**src/rtl/fd_tag_pkg.sv**
```systemverilog
// ============================================================================
// fd_tag_pkg : shared timestamp types and constants for the tag arbiter
// Revision   : 1.0 - initial release
// ============================================================================
`default_nettype none

package fd_tag_pkg;

    localparam int c_utc_width    = 32;
    localparam int c_coarse_width = 28;
    localparam int c_frac_width   = 12;
    localparam int c_coarse_range = 125000000;

    typedef struct packed {
        logic [c_utc_width-1:0]    utc;
        logic [c_coarse_width-1:0] coarse;
        logic [c_frac_width-1:0]   frac;
    } t_fd_timestamp;

endpackage

`default_nettype wire

```
**src/rtl/fd_rr_arbiter.sv**
```systemverilog
// ============================================================================
// fd_rr_arbiter : round-robin request selector with a registered pointer
// Revision      : 1.0 - initial release
// ============================================================================
`default_nettype none

module fd_rr_arbiter #(
    parameter int g_num_ch = 4
) (
    input  logic                clk_ref_i,
    input  logic                rst_n_i,
    input  logic [g_num_ch-1:0] req_i,
    input  logic                adv_i,
    output logic [g_num_ch-1:0] gnt_o,
    output logic [2:0]          idx_o,
    output logic                any_o
);

    logic [2:0] ptr_q, ptr_d;
    logic [7:0] req_ext;

    assign req_ext = 8'(req_i);

    // Search upward from the pointer, wrapping modulo g_num_ch.
    always_comb begin
        logic [3:0] c;
        c     = '0;
        idx_o = '0;
        any_o = 1'b0;
        for (int i = 0; i < g_num_ch; i++) begin
            c = {1'b0, ptr_q} + 4'(i);
            if (c >= 4'(g_num_ch)) begin
                c = c - 4'(g_num_ch);
            end
            if (!any_o && req_ext[c[2:0]]) begin
                any_o = 1'b1;
                idx_o = c[2:0];
            end
        end
    end

    always_comb begin
        gnt_o = '0;
        for (int k = 0; k < g_num_ch; k++) begin
            gnt_o[k] = any_o && (idx_o == 3'(k));
        end
    end

    always_comb begin
        ptr_d = ptr_q;
        if (adv_i && any_o) begin
            ptr_d = (idx_o == 3'(g_num_ch - 1)) ? 3'd0 : idx_o + 3'd1;
        end
    end

    always_ff @(posedge clk_ref_i or negedge rst_n_i) begin
        if (!rst_n_i) begin
            ptr_q <= '0;
        end else begin
            ptr_q <= ptr_d;
        end
    end

endmodule

`default_nettype wire

```
**src/rtl/fd_tag_arbiter.sv**
```systemverilog
// ============================================================================
// fd_tag_arbiter : merges per-channel timestamp tags into one valid/ready
//                  stream stamped with channel index and sequence number
// Revision       : 1.0 - initial release
// ============================================================================
`default_nettype none

module fd_tag_arbiter
    import fd_tag_pkg::*;
#(
    parameter int g_num_ch    = 4,
    parameter int g_seq_width = 16
) (
    input  logic                   clk_ref_i,
    input  logic                   rst_n_i,
    input  logic                   enable_i,
    input  logic [g_num_ch-1:0]    ch_valid_i,
    input  logic [32*g_num_ch-1:0] ch_utc_i,
    input  logic [28*g_num_ch-1:0] ch_coarse_i,
    input  logic [12*g_num_ch-1:0] ch_frac_i,
    output logic                   out_valid_o,
    input  logic                   out_ready_i,
    output logic [31:0]            out_utc_o,
    output logic [27:0]            out_coarse_o,
    output logic [11:0]            out_frac_o,
    output logic [2:0]             out_channel_o,
    output logic [g_seq_width-1:0] out_seq_o,
    output logic [g_num_ch-1:0]    ovf_o,
    input  logic [g_num_ch-1:0]    ovf_clr_i
);

    t_fd_timestamp          ch_ts [g_num_ch];
    t_fd_timestamp          pend_q [g_num_ch];
    logic [g_num_ch-1:0]    pend_v_q, pend_v_d;
    logic [g_num_ch-1:0]    ovf_q, ovf_d;
    logic [g_num_ch-1:0]    load_v;
    logic [g_num_ch-1:0]    arb_gnt, gnt_v;
    logic [2:0]             arb_idx;
    logic                   arb_any;
    logic                   load_en, grant;
    t_fd_timestamp          sel_ts;

    logic                   out_valid_q;
    t_fd_timestamp          out_ts_q;
    logic [2:0]             out_ch_q;
    logic [g_seq_width-1:0] out_seq_q, seq_q;

    for (genvar k = 0; k < g_num_ch; k++) begin : g_unpack
        assign ch_ts[k].utc    = ch_utc_i[32*k +: 32];
        assign ch_ts[k].coarse = ch_coarse_i[28*k +: 28];
        assign ch_ts[k].frac   = ch_frac_i[12*k +: 12];
    end

    assign load_en = !out_valid_q || out_ready_i;
    assign grant   = load_en && arb_any;
    assign gnt_v   = arb_gnt & {g_num_ch{grant}};

    fd_rr_arbiter #(
        .g_num_ch (g_num_ch)
    ) u_arb (
        .clk_ref_i (clk_ref_i),
        .rst_n_i   (rst_n_i),
        .req_i     (pend_v_q),
        .adv_i     (load_en),
        .gnt_o     (arb_gnt),
        .idx_o     (arb_idx),
        .any_o     (arb_any)
    );

    // A slot freed by a grant this cycle may accept a new tag without overflow.
    always_comb begin
        logic cap;
        pend_v_d = pend_v_q;
        ovf_d    = ovf_q;
        load_v   = '0;
        cap      = 1'b0;
        for (int k = 0; k < g_num_ch; k++) begin
            cap = ch_valid_i[k] && enable_i;
            if (gnt_v[k]) begin
                pend_v_d[k] = 1'b0;
            end
            ovf_d[k] = ovf_q[k] && !ovf_clr_i[k];
            if (cap) begin
                if (!pend_v_q[k] || gnt_v[k]) begin
                    pend_v_d[k] = 1'b1;
                    load_v[k]   = 1'b1;
                end else begin
                    ovf_d[k] = 1'b1;
                end
            end
        end
    end

    always_comb begin
        sel_ts = '0;
        for (int k = 0; k < g_num_ch; k++) begin
            if (arb_gnt[k]) begin
                sel_ts = pend_q[k];
            end
        end
    end

    always_ff @(posedge clk_ref_i or negedge rst_n_i) begin
        if (!rst_n_i) begin
            pend_v_q <= '0;
            ovf_q    <= '0;
            for (int k = 0; k < g_num_ch; k++) begin
                pend_q[k] <= '0;
            end
        end else begin
            pend_v_q <= pend_v_d;
            ovf_q    <= ovf_d;
            for (int k = 0; k < g_num_ch; k++) begin
                if (load_v[k]) begin
                    pend_q[k] <= ch_ts[k];
                end
            end
        end
    end

    // Data fields only change on a grant; an idle load just drops valid.
    always_ff @(posedge clk_ref_i or negedge rst_n_i) begin
        if (!rst_n_i) begin
            out_valid_q <= 1'b0;
            out_ts_q    <= '0;
            out_ch_q    <= '0;
            out_seq_q   <= '0;
            seq_q       <= '0;
        end else if (load_en) begin
            out_valid_q <= arb_any;
            if (arb_any) begin
                out_ts_q  <= sel_ts;
                out_ch_q  <= arb_idx;
                out_seq_q <= seq_q;
                seq_q     <= seq_q + 1'b1;
            end
        end
    end

    assign out_valid_o   = out_valid_q;
    assign out_utc_o     = out_ts_q.utc;
    assign out_coarse_o  = out_ts_q.coarse;
    assign out_frac_o    = out_ts_q.frac;
    assign out_channel_o = out_ch_q;
    assign out_seq_o     = out_seq_q;
    assign ovf_o         = ovf_q;

endmodule

`default_nettype wire

```
**config.mk**
```make
export PLATFORM = sky130hd
export DESIGN_NAME = fd_tag_arbiter
export DESIGN_NICKNAME = d
export VERILOG_FILES = /design/src/rtl/fd_tag_pkg.sv /design/src/rtl/fd_rr_arbiter.sv /design/src/rtl/fd_tag_arbiter.sv
export SDC_FILE = /design/constraint.sdc
export NUM_CORES = 1
export LEC_CHECK = 0
export CORE_AREA = 3 3 251 253
export DETAILED_ROUTE_END_ITERATION = 12
export DIE_AREA = 0 0 254 256
export PLACE_DENSITY = 0.54
export SYNTH_ARGS = -nofsm -noshare
export SYNTH_HDL_FRONTEND = slang
export SYNTH_SLANG_ARGS = --single-unit
```
**constraint.sdc**
```tcl
create_clock -name clk_ref_i -period 4.9 [get_ports clk_ref_i]
set_input_delay 0.98 -clock clk_ref_i [delete_from_list [all_inputs] [get_ports clk_ref_i]]
set_output_delay 0.98 -clock clk_ref_i [all_outputs]
set_load 0.02 [all_outputs]
```
==> results.sh, run 1 <==
export IMPL_reg2reg_from="u_arb.ptr_q[0]$_DFFE_PN0N_"
export IMPL_areaGrowthSynthToFinish_pct=34.89
export IMPL_switchingPower_mw=6.842
export IMPL_ys_warn_count=0
export IMPL_htreeDepth=2
export IMPL_drt_iter0_markers=639
export IMPL_avgSynthCellArea_um2=12.43
export IMPL_combPwrFrac_pct=47.9
export IMPL_crit_family="buffers and inverters"
export IMPL_p_int_mw=11.36
export IMPL_antenna_found_initial=16
export IMPL_cts_root_buf="clkbuf_16"
export IMPL_rrSetupSlack_ns=0.47
export IMPL_cts_buffers=49
export IMPL_routedWlPerCell_um=20.61
export IMPL_power_mw=18.20
export IMPL_cts_setup_buffers=0
export IMPL_synth_area_um2=18240
export IMPL_ir_drop_v=0.0004357
export IMPL_globalplace_congestion=0.7872
export IMPL_ys_top_cells_by_area="dfrtp_1, mux2_2, a21oi_1"
export IMPL_crit_buf_inv=4
export IMPL_worst_r2r_cell_count=13
export IMPL_pwr_density_cell_nw_per_um2=739.4
export IMPL_grt_pass1_vias=13930
export IMPL_maxCapViolations=0
export IMPL_cts_tree="built"
export IMPL_crit_slowest_cell="dfrtp_1"
export IMPL_die_area_um2=65020
export IMPL_ios=396
export IMPL_cp_required_ns=5.36
export IMPL_overflow=0
export IMPL_p_seq_share_pct=32.3
export IMPL_slowest_delay_ns=0.56
export IMPL_synthCells=1468
export IMPL_status="finished, final reports clean"
export IMPL_setup_tns_ns=0
export IMPL_maxSlewHeadroom_pct=49.80
export IMPL_worst_ep_arrival_time_ns=4.89
export IMPL_dp_hpwl_mm=37.26
export IMPL_clk_pin_slew_worst_paths_ns=0.06
export IMPL_dr_total_vias=12780
export IMPL_hold_path_class="input port to asynchronous set/reset pin"
export IMPL_setup_viol=0
export IMPL_final_nets=2149
export IMPL_endpoint_kind="flip-flop"
export IMPL_synth_distinct_cells=43
export IMPL_numPortBuffers=395
export IMPL_die_h_um=256
export IMPL_hold_buffers=0
export IMPL_dieWidth_um=254
export IMPL_finalCritPeriodShare_pct=90.47
export IMPL_fin_skew_ns=0.01931
export IMPL_drc=0
export IMPL_rsz0062_at_grt="no"
export IMPL_synth_nets=1775
export IMPL_worstMarginPinSlew_ns=0.7531
export IMPL_rows=91
export IMPL_drive_gt1_share_pct=25.16
export IMPL_synth_top_area_cell="dfrtp_1"
export IMPL_async_flop_share_pct=100.0
export IMPL_clkLatencyLatePin_ns=0.58
export IMPL_worst_slack_ns=0.4669
export IMPL_cts_path_max_buffers=3
export IMPL_yosysTopAreaCellShare_pct=55.82
export IMPL_synth_edf_count=0
export IMPL_ctsResizeCount=0
export IMPL_dr_pass1_iters=4
export IMPL_ys_flop_type="dfrtp_1"
export IMPL_path_class="flip-flop to flip-flop"
export IMPL_clock_sinks=407
export IMPL_drv_slew=0
export IMPL_grt_start_max_net_pins=99
export IMPL_final_hold_viol_count=0
export IMPL_reg2reg_to="pend_q[264]$_DFFE_PN0P_"
export IMPL_fillers=5869
export IMPL_core_area_um2=61260
export IMPL_synth_seq_area_share_pct=55.82
export IMPL_drtAntennaViolNets=0
export IMPL_power_leakage_nw=10.04
export IMPL_p_clk_share_pct=19.8
export IMPL_grt_total_usage_pct=16.99
export IMPL_critPathMaxFanout=29
export IMPL_start_util_pct=29.78
export IMPL_drt_total_wl_mm=55.14
export IMPL_post_place_ws_ns=0.5100
export IMPL_switching_share_pct=37.60
export IMPL_cp_cell_sequence="clkinv_1 > ha_1 > mux2i_1 > nand3_1 > a211o_1 > a21oi_1 > buf_4 > inv_1 > ha_4 > a31o_2 > a31oi_4 > buf_4 > mux2_2"
export IMPL_whs_ns=0.3698
export IMPL_synth_seq_cells=407
export IMPL_grt_pass1_wl_mm=85.26
export IMPL_vias_per_cell=4.777
export IMPL_timing_fmax_ghz=0.2256
export IMPL_fin_crit_ns=4.433
export IMPL_cp_common_cell="buf_4"
export IMPL_cp_start_kind="flip-flop"
[logic make-up after synthesis]
family / after synthesis / synth area share [%]
xor+xnor: 15 / 0.7200
simple gates: 288 / 7.838
flops: 407 / 55.82
mux: 385 / 23.78
fa+ha+maj: 7 / 0.4800
buf+inv: 111 / 3.600
compound gates: 255 / 7.756
[synth_stat cells, drive strengths merged (5+ instances only)]
library cell,number
a21oi,146
buf,46
clkbuf,56
dfrtp,407
ha,7
inv,8
mux2,378
mux2i,6
nand2,163
nand3,8
nand3b,73
nand4,5
nor2,15
nor3,11
o21ai,80
o22ai,5
xor2,11
[routing by layer]
layer	global-route usage, %	share of wire [%]	vias up
met5	0	0.15	-
met4	5.145	2.6	12
met3	4.502	6.1	91
met2	28.50	49	301
met1	21.40	42	6434
li1	-	-	5940
[registers in the layout, summed over array words and instances, names as in the netlist, 4 cells and up]
register,flops
seq_q,16
out_coarse_o,28
ovf_o,4
pend_q,288
pend_v_q,4
out_utc_o,32
out_seq_o,16
out_frac_o,12
[how the worst max path moves through the flow]
| stage | slack (ns) | from | depth (start not counted) | endpoint |
|---|---|---|---|---|
| after CTS | 0.50 | u_arb.ptr_q[0]$_DFFE_PN0N_ | 13 | pend_q[264]$_DFFE_PN0P_ |
| after global routing | 0.17 | u_arb.ptr_q[0]$_DFFE_PN0N_ | 15 | out_utc_o[30]$_DFFE_PN0N_ |
| after global placement | 0.72 | u_arb.ptr_q[0]$_DFFE_PN0N_ | 13 | pend_q[261]$_DFFE_PN0P_ |
| after detailed placement | 0.51 | u_arb.ptr_q[0]$_DFFE_PN0N_ | 13 | pend_q[275]$_DFFE_PN0P_ |
| final | 0.47 | u_arb.ptr_q[0]$_DFFE_PN0N_ | 13 | pend_q[264]$_DFFE_PN0P_ |
| after floorplan | 1.09 | u_arb.ptr_q[0]$_DFFE_PN0N_ | 15 | out_frac_o[0]$_DFFE_PN0N_ |
[cell type report]
class                           instances  area, µm²  area share, %
Timing Repair Buffer                  425       4322          17.56
Multi-Input combinational cell        950       7466          30.34
Clock buffer                           74       1473          5.984
Antenna cell                            9      22.52        0.09151
Sequential cell                       407      10180          41.38
Clock inverter                         11      121.4         0.4931
Inverter                                9      33.78         0.1373
Tap cell                              790      988.4          4.016
[through the flow]
step	instances	cell area (µm²)	util (%)
floorplan	1468	18250	-
global placement	2581	22990	37.54
detailed placement	2581	22990	37.54
CTS	2666	24590	40.14
global route	2672	24600	40.17
finish	2675	24610	40.18
[layout by cell type (no fill, tap or decap), types with 5 or more instances in the layout]
cell and count:
dfrtp_1 407, clkdlybuf4s50_1 394, mux2_2 352, nand2_1 163, a21oi_1 146, o21ai_0 79
nand3b_1 73, clkbuf_16 51, mux2_1 26, buf_4 19, nor2_1 15, clkbuf_1 12
xor2_1 11, nor3_1 11, clkbuf_8 11, buf_12 11, diode_2 9, inv_1 8
nand3_1 8, mux2i_1 6, o22ai_1 5, nand4_1 5
[power by group through the flow]
| stage | logic (mW) | registers, mW | clock network (mW) |
|---|---|---|---|
| global route | 9.73 | 6.06 | 3.88 |
| floorplan | 5.86 | 5.99 | 0 |
| detailed placement | 8.90 | 5.91 | 0 |
| global placement | 8.73 | 5.86 | 0 |
| finish | 8.72 | 5.87 | 3.61 |
| CTS | 8.94 | 5.87 | 3.75 |
Note: power is estimated with default switching activity, not from simulation.
==> inputs of run 2 (changes only) <==
SETUP_SLACK_MARGIN = 0.5   (was unset)
==> run 2 against run 1 <==
Net effect:
- power grew 1.2%
- hold slack better by 0.0019 ns
- cell area grew 0.32%
- non-clock buffer count grew 3
- global-route usage hardly changed
- critical path type unchanged
- critical endpoint is now out_coarse_o[26]$_DFFE_PN0N_
- highest routed layer unchanged
==> results.sh, run 2 (same netlist as run 1, synthesis figures left out) <==
export IMPL_numPortBuffers=395
export IMPL_hold_buffers=0
export IMPL_grt_pass1_wl_mm=85.25
export IMPL_grt_pass1_vias=13920
export IMPL_reg2reg_from="u_arb.ptr_q[0]$_DFFE_PN0N_"
export IMPL_status="finished, final reports clean"
export IMPL_critPathMaxFanout=47
export IMPL_rrSetupSlack_ns=0.83
export IMPL_drt_total_wl_mm=55.84
export IMPL_antenna_found_initial=16
export IMPL_ir_drop_v=0.0004451
export IMPL_mostFrequentLayoutCells="dfrtp_1, clkdlybuf4s50_1, mux2_2"
export IMPL_clock_sinks=407
export IMPL_power_leakage_nw=10.07
export IMPL_cp_cell_sequence="clkinv_1 > ha_2 > mux2i_1 > or4b_2 > o31ai_1 > a21oi_1 > buf_4 > inv_1 > ha_4 > clkbuf_8 > a21oi_1 > a21oi_1 > o21ai_0 > mux2_2"
export IMPL_setup_viol=0
export IMPL_top_register="pend_q"
export IMPL_cts_root_buf="clkbuf_16"
export IMPL_worstMarginPinSlew_ns=0.7566
export IMPL_drt_iter0_markers=635
export IMPL_final_common_cell="dfrtp_1"
export IMPL_pwr_density_cell_nw_per_um2=745.9
export IMPL_startpoint="u_arb.ptr_q[0]$_DFFE_PN0N_"
export IMPL_drv_slew=0
export IMPL_die_area_um2=65020
export IMPL_rows=91
export IMPL_cts_buffers=49
export IMPL_dieWidth_um=254
export IMPL_vias_per_cell=4.764
export IMPL_start_util_pct=29.78
export IMPL_drive_gt1_share_pct=25.39
export IMPL_dr_total_vias=12760
export IMPL_die_h_um=256
export IMPL_clk_pin_slew_worst_paths_ns=0.06
export IMPL_ios=396
export IMPL_cts_tree="built"
export IMPL_clkLatencyLatePin_ns=0.58
export IMPL_dp_hpwl_mm=37.26
export IMPL_hold_path_class="input port to asynchronous set/reset pin"
export IMPL_dr_pass1_iters=5
export IMPL_setup_tns_ns=0
export IMPL_final_hold_viol_count=0
export IMPL_worst_ep_arrival_time_ns=4.53
export IMPL_path_class="flip-flop to flip-flop"
export IMPL_fillers=5858
export IMPL_overflow=0
export IMPL_fin_crit_ns=4.071
export IMPL_whs_ns=0.3717
export IMPL_cts_path_max_buffers=3
export IMPL_reg2reg_to="out_coarse_o[26]$_DFFE_PN0N_"
export IMPL_routedWlPerCell_um=20.85
export IMPL_drtAntennaViolNets=0
export IMPL_largest_reg_flops=288
export IMPL_core_area_um2=61260
export IMPL_crit_slowest_cell="or4b_2"
export IMPL_cp_required_ns=5.36
export IMPL_final_nets=2152
export IMPL_grt_total_usage_pct=16.98
export IMPL_drc=0
export IMPL_areaGrowthSynthToFinish_pct=35.32
export IMPL_slowest_delay_ns=0.70
export IMPL_power_mw=18.42
export IMPL_endpoint_kind="flip-flop"
export IMPL_cp_start_kind="flip-flop"
export IMPL_maxSlewHeadroom_pct=49.56
export IMPL_grt_start_max_net_pins=99
export IMPL_timing_fmax_ghz=0.2456
export IMPL_cp_common_cell="a21oi_1"
export IMPL_final_util_pct=40.31
export IMPL_fin_skew_ns=0.01690
export IMPL_rsz0062_at_grt="no"
export IMPL_worst_r2r_cell_count=14
export IMPL_maxCapViolations=0
export IMPL_finalCritPeriodShare_pct=83.09
export IMPL_htreeDepth=2
export IMPL_globalplace_congestion=0.7872
export IMPL_critPathCapture="out_coarse_o[26]$_DFFE_PN0N_"
run 2: cell types whose count changed in the layout (fill, tap and decap cells not counted):
| cell | change |
|---|---|
| buf_12 | -1 |
| buf_16 | +1 |
| buf_4 | -4 |
| buf_6 | +4 |
| clkbuf_16 | +1 |
| clkbuf_8 | +2 |
| dfrtp_1 | -1 |
| dfrtp_2 | +1 |
| ha_1 | -1 |
| ha_2 | +1 |
run 2: stage by stage:
step | area [µm²] | std cells | worst slack (ns)
2_1_floorplan | 18250 | 1468 | 1.089
3_3_place_gp | 22990 | 2581 | 0.7158
3_5_place_dp | 22990 | 2581 | 0.5100
4_1_cts | 24590 | 2666 | 0.5183
5_1_grt | 24680 | 2675 | 0.6027
6_report | 24690 | 2678 | 0.8285
run 2: worst min path at each step:
stage	depth (start not counted)	end	start
after detailed placement	1	seq_q[15]$_DFFE_PN0N_	seq_q[15]$_DFFE_PN0N_
after global placement	1	seq_q[15]$_DFFE_PN0N_	seq_q[15]$_DFFE_PN0N_
after CTS	1	pend_q[16]$_DFFE_PN0P_	rst_n_i
after global routing	1	out_coarse_o[3]$_DFFE_PN0N_	rst_n_i
final	1	pend_q[16]$_DFFE_PN0P_	rst_n_i
after floorplan	1	seq_q[15]$_DFFE_PN0N_	seq_q[15]$_DFFE_PN0N_
run 2: power breakdown:
group	switching, mW	internal [mW]
sequential	0.867	5.00
clock	1.44	2.17
combinational	4.64	4.30
total	6.95	11.5
run 2: timing repair:
item | CTS | global route
setup buffers | 0 | 2
pin swaps | 0 | 1
setup endpoints to repair | 1 | 304
resized for setup | 1 | 9
cloned | 0 | 1
run 2: layout make-up:
cell class / count / area (µm²) / area share (%)
antenna: 9 / 22.52 / 0.09122
clock buffer: 74 / 1473 / 5.965
clock inverter: 11 / 121.4 / 0.4916
inverter: 9 / 33.78 / 0.1368
multi-input combinational: 950 / 7468 / 30.25
sequential: 407 / 10190 / 41.26
tap: 790 / 988.4 / 4.003
timing repair buffer: 428 / 4397 / 17.81
run 2: critical path, delay by kind of cell (launching register included):
kind,cells,cell delay (ns)
buffers and inverters,4,0.92
and+or+nand+nor,1,0.70
muxes,2,0.39
adders and majority gates,2,0.73
DFF,1,0.47
AOI/OAI and AO/OA,5,0.69
run 2: per-layer routing:
metal | share of wire [%] | GRT usage, %
met1 | 43 | 21.39
met3 | 6.0 | 4.542
met2 | 49 | 28.43
met5 | 0.15 | 0
met4 | 2.5 | 5.145
==> inputs of run 3 (changes only) <==
PLACE_DENSITY = 0.56   (was 0.54)
clock period = 3.5 ns   (was 4.9 ns; I/O delays follow)
==> run 3 against run 2 <==
Net effect:
- global-route usage rose by 0.62 points
- routed wire length increased by 25%
- maximum frequency rose by 17%
- via count increased by 8.7%
- largest cell class unchanged
- largest power group unchanged
==> results.sh, run 3 (same netlist as run 1, synthesis figures left out) <==
export IMPL_crit_family="compound AO/OA/AOI/OAI gates"
export IMPL_layout_cells_non_filler=2796
export IMPL_top_register="pend_q"
export IMPL_antenna_found_initial=10
export IMPL_areaGrowthSynthToFinish_pct=52.88
export IMPL_fin_area_um2=27890
export IMPL_slowest_delay_ns=0.43
export IMPL_power_leakage_nw=12.05
export IMPL_final_util_pct=45.53
export IMPL_fin_crit_ns=3.482
export IMPL_worstMarginPinSlew_ns=0.9466
export IMPL_core_area_um2=61260
export IMPL_path_class="flip-flop to flip-flop"
export IMPL_dp_hpwl_mm=37.81
export IMPL_final_hold_viol_count=0
export IMPL_clock_sinks=407
export IMPL_cts_path_max_buffers=3
export IMPL_grt_pass1_wl_mm=87.90
export IMPL_final_nets=2270
export IMPL_worst_r2r_cell_count=15
export IMPL_drt_iter0_markers=862
export IMPL_endpoint_kind="flip-flop"
export IMPL_finalCritPeriodShare_pct=99.49
export IMPL_grt_pass1_vias=14460
export IMPL_rows=91
export IMPL_pwr_density_cell_nw_per_um2=1164
export IMPL_status="finished, final reports clean"
export IMPL_whs_ns=0.1485
export IMPL_mostFrequentLayoutCells="dfrtp_1, clkdlybuf4s50_1, mux2_2"
export IMPL_dpl_cell_area_um2=23560
export IMPL_cp_cell_sequence="clkinv_8 > ha_4 > mux2i_2 > o211ai_1 > buf_4 > a211o_4 > a21oi_4 > inv_2 > ha_4 > a31o_4 > a31oi_4 > buf_12 > buf_12 > clkbuf_16 > mux2_2"
export IMPL_critPathMaxFanout=8
export IMPL_cts_tree="built"
export IMPL_numPortBuffers=395
export IMPL_rsz0062_at_grt="yes"
export IMPL_reg2reg_to="pend_q[92]$_DFFE_PN0P_"
export IMPL_drtAntennaViolNets=0
export IMPL_globalplace_congestion=0.8094
export IMPL_timing_fmax_ghz=0.2872
export IMPL_fillers=5527
export IMPL_regArea_um2=10190
export IMPL_htreeDepth=2
export IMPL_cts_root_buf="clkbuf_16"
export IMPL_crit_buf_inv=6
export IMPL_dieWidth_um=254
export IMPL_ir_drop_v=0.0006523
export IMPL_maxSlewHeadroom_pct=36.77
export IMPL_start_util_pct=29.78
export IMPL_setup_viol=0
export IMPL_worst_ep_arrival_time_ns=3.93
export IMPL_ios=396
export IMPL_largest_reg_flops=288
export IMPL_cp_required_ns=3.95
export IMPL_clk_pin_slew_worst_paths_ns=0.06
export IMPL_setup_tns_ns=0
export IMPL_final_common_cell="dfrtp_1"
export IMPL_grt_start_max_net_pins=100
export IMPL_hold_path_class="input port to asynchronous set/reset pin"
export IMPL_reg2reg_from="u_arb.ptr_q[0]$_DFFE_PN0N_"
export IMPL_grt_total_usage_pct=17.60
export IMPL_multiInputGateArea_um2=8383
export IMPL_dr_total_vias=13860
export IMPL_cp_start_kind="flip-flop"
export IMPL_drive_gt1_share_pct=34.32
export IMPL_vias_per_cell=4.959
export IMPL_routedWlPerCell_um=25.04
export IMPL_die_h_um=256
export IMPL_fin_skew_ns=0.02011
export IMPL_drt_total_wl_mm=70.01
export IMPL_maxCapViolations=0
export IMPL_overflow=0
export IMPL_cts_buffers=47
export IMPL_drv_slew=0
export IMPL_die_area_um2=65020
export IMPL_crit_slowest_cell="dfrtp_2"
export IMPL_rrSetupSlack_ns=0.02
export IMPL_dr_pass1_iters=7
export IMPL_clkLatencyLatePin_ns=0.58
export IMPL_dp_cells=2606
export IMPL_drc=0
run 3: cell count changes in the layout (fill, tap and decap cells not counted), sizes merged:
cell	change
buf	+88
bufinv	+1
inv	-2
clkinvlp	+1
clkinv	+3
diode	-2
clkbuf	+29
run 3: per-layer routing:
metal  GRT usage (%)  part of all wire, %
met1           22.63                   43
met4           5.002                  2.7
met2           29.17                   48
met3           4.624                  6.5
met5               0                0.049
run 3: area by class of cell:
class                      instances  share of cell area (%)
inverter                           9                  0.1660
sequential                       407                   36.52
multi-input combinational        950                   30.05
clock buffer                      71                   5.159
clock inverter                    14                  0.5473
timing repair buffer             548                   23.95
antenna                            7                 0.06280
tap                              790                   3.544
run 3: stage by stage:
step	power (mW)	setup WS, ns
4_1_cts	27.98	0.1054
6_report	32.46	0.01787
5_1_grt	34.30	-0.07937
2_1_floorplan	17.80	0.2038
3_3_place_gp	21.53	0.05522
3_5_place_dp	21.87	-0.06639
run 3: power breakdown:
group          internal (mW)  total, mW  switching, mW
Clock                   3.05       5.08           2.03
Combinational           10.1       19.0           8.97
Sequential              7.01       8.36           1.35
run 3: how the worst max path moves through the flow:
stage | startpoint | endpoint | slack [ns] | cells past startpoint
detailed placement | u_arb.ptr_q[0]$_DFFE_PN0N_ | out_frac_o[11]$_DFFE_PN0N_ | -0.07 | 15
CTS | u_arb.ptr_q[0]$_DFFE_PN0N_ | pend_q[107]$_DFFE_PN0P_ | 0.11 | 15
global route | u_arb.ptr_q[0]$_DFFE_PN0N_ | pend_q[86]$_DFFE_PN0P_ | -0.08 | 16
floorplan | u_arb.ptr_q[0]$_DFFE_PN0N_ | pend_q[216]$_DFFE_PN0P_ | 0.20 | 14
finish | u_arb.ptr_q[0]$_DFFE_PN0N_ | pend_q[92]$_DFFE_PN0P_ | 0.02 | 15
global placement | u_arb.ptr_q[0]$_DFFE_PN0N_ | out_frac_o[11]$_DFFE_PN0N_ | 0.06 | 15
run 3: repair_timing:
item	4_1_cts	5_1_grt
setup buffers	23	22
gates resized for setup	24	236
pin swaps	10	7
endpoints found under the setup margin	373	388
hold buffers	0	0
gates cloned	9	44
run 3: worst register-to-register path: stages, from the launching register on:
cell and delay (ns):
dfrtp_2 0.43, clkinv_8 0.06, ha_4 0.30, mux2i_2 0.23, o211ai_1 0.12, buf_4 0.18
a211o_4 0.37, a21oi_4 0.18, inv_2 0.09, ha_4 0.19, a31o_4 0.23, a31oi_4 0.16
buf_12 0.18, buf_12 0.14, clkbuf_16 0.16, mux2_2 0.33
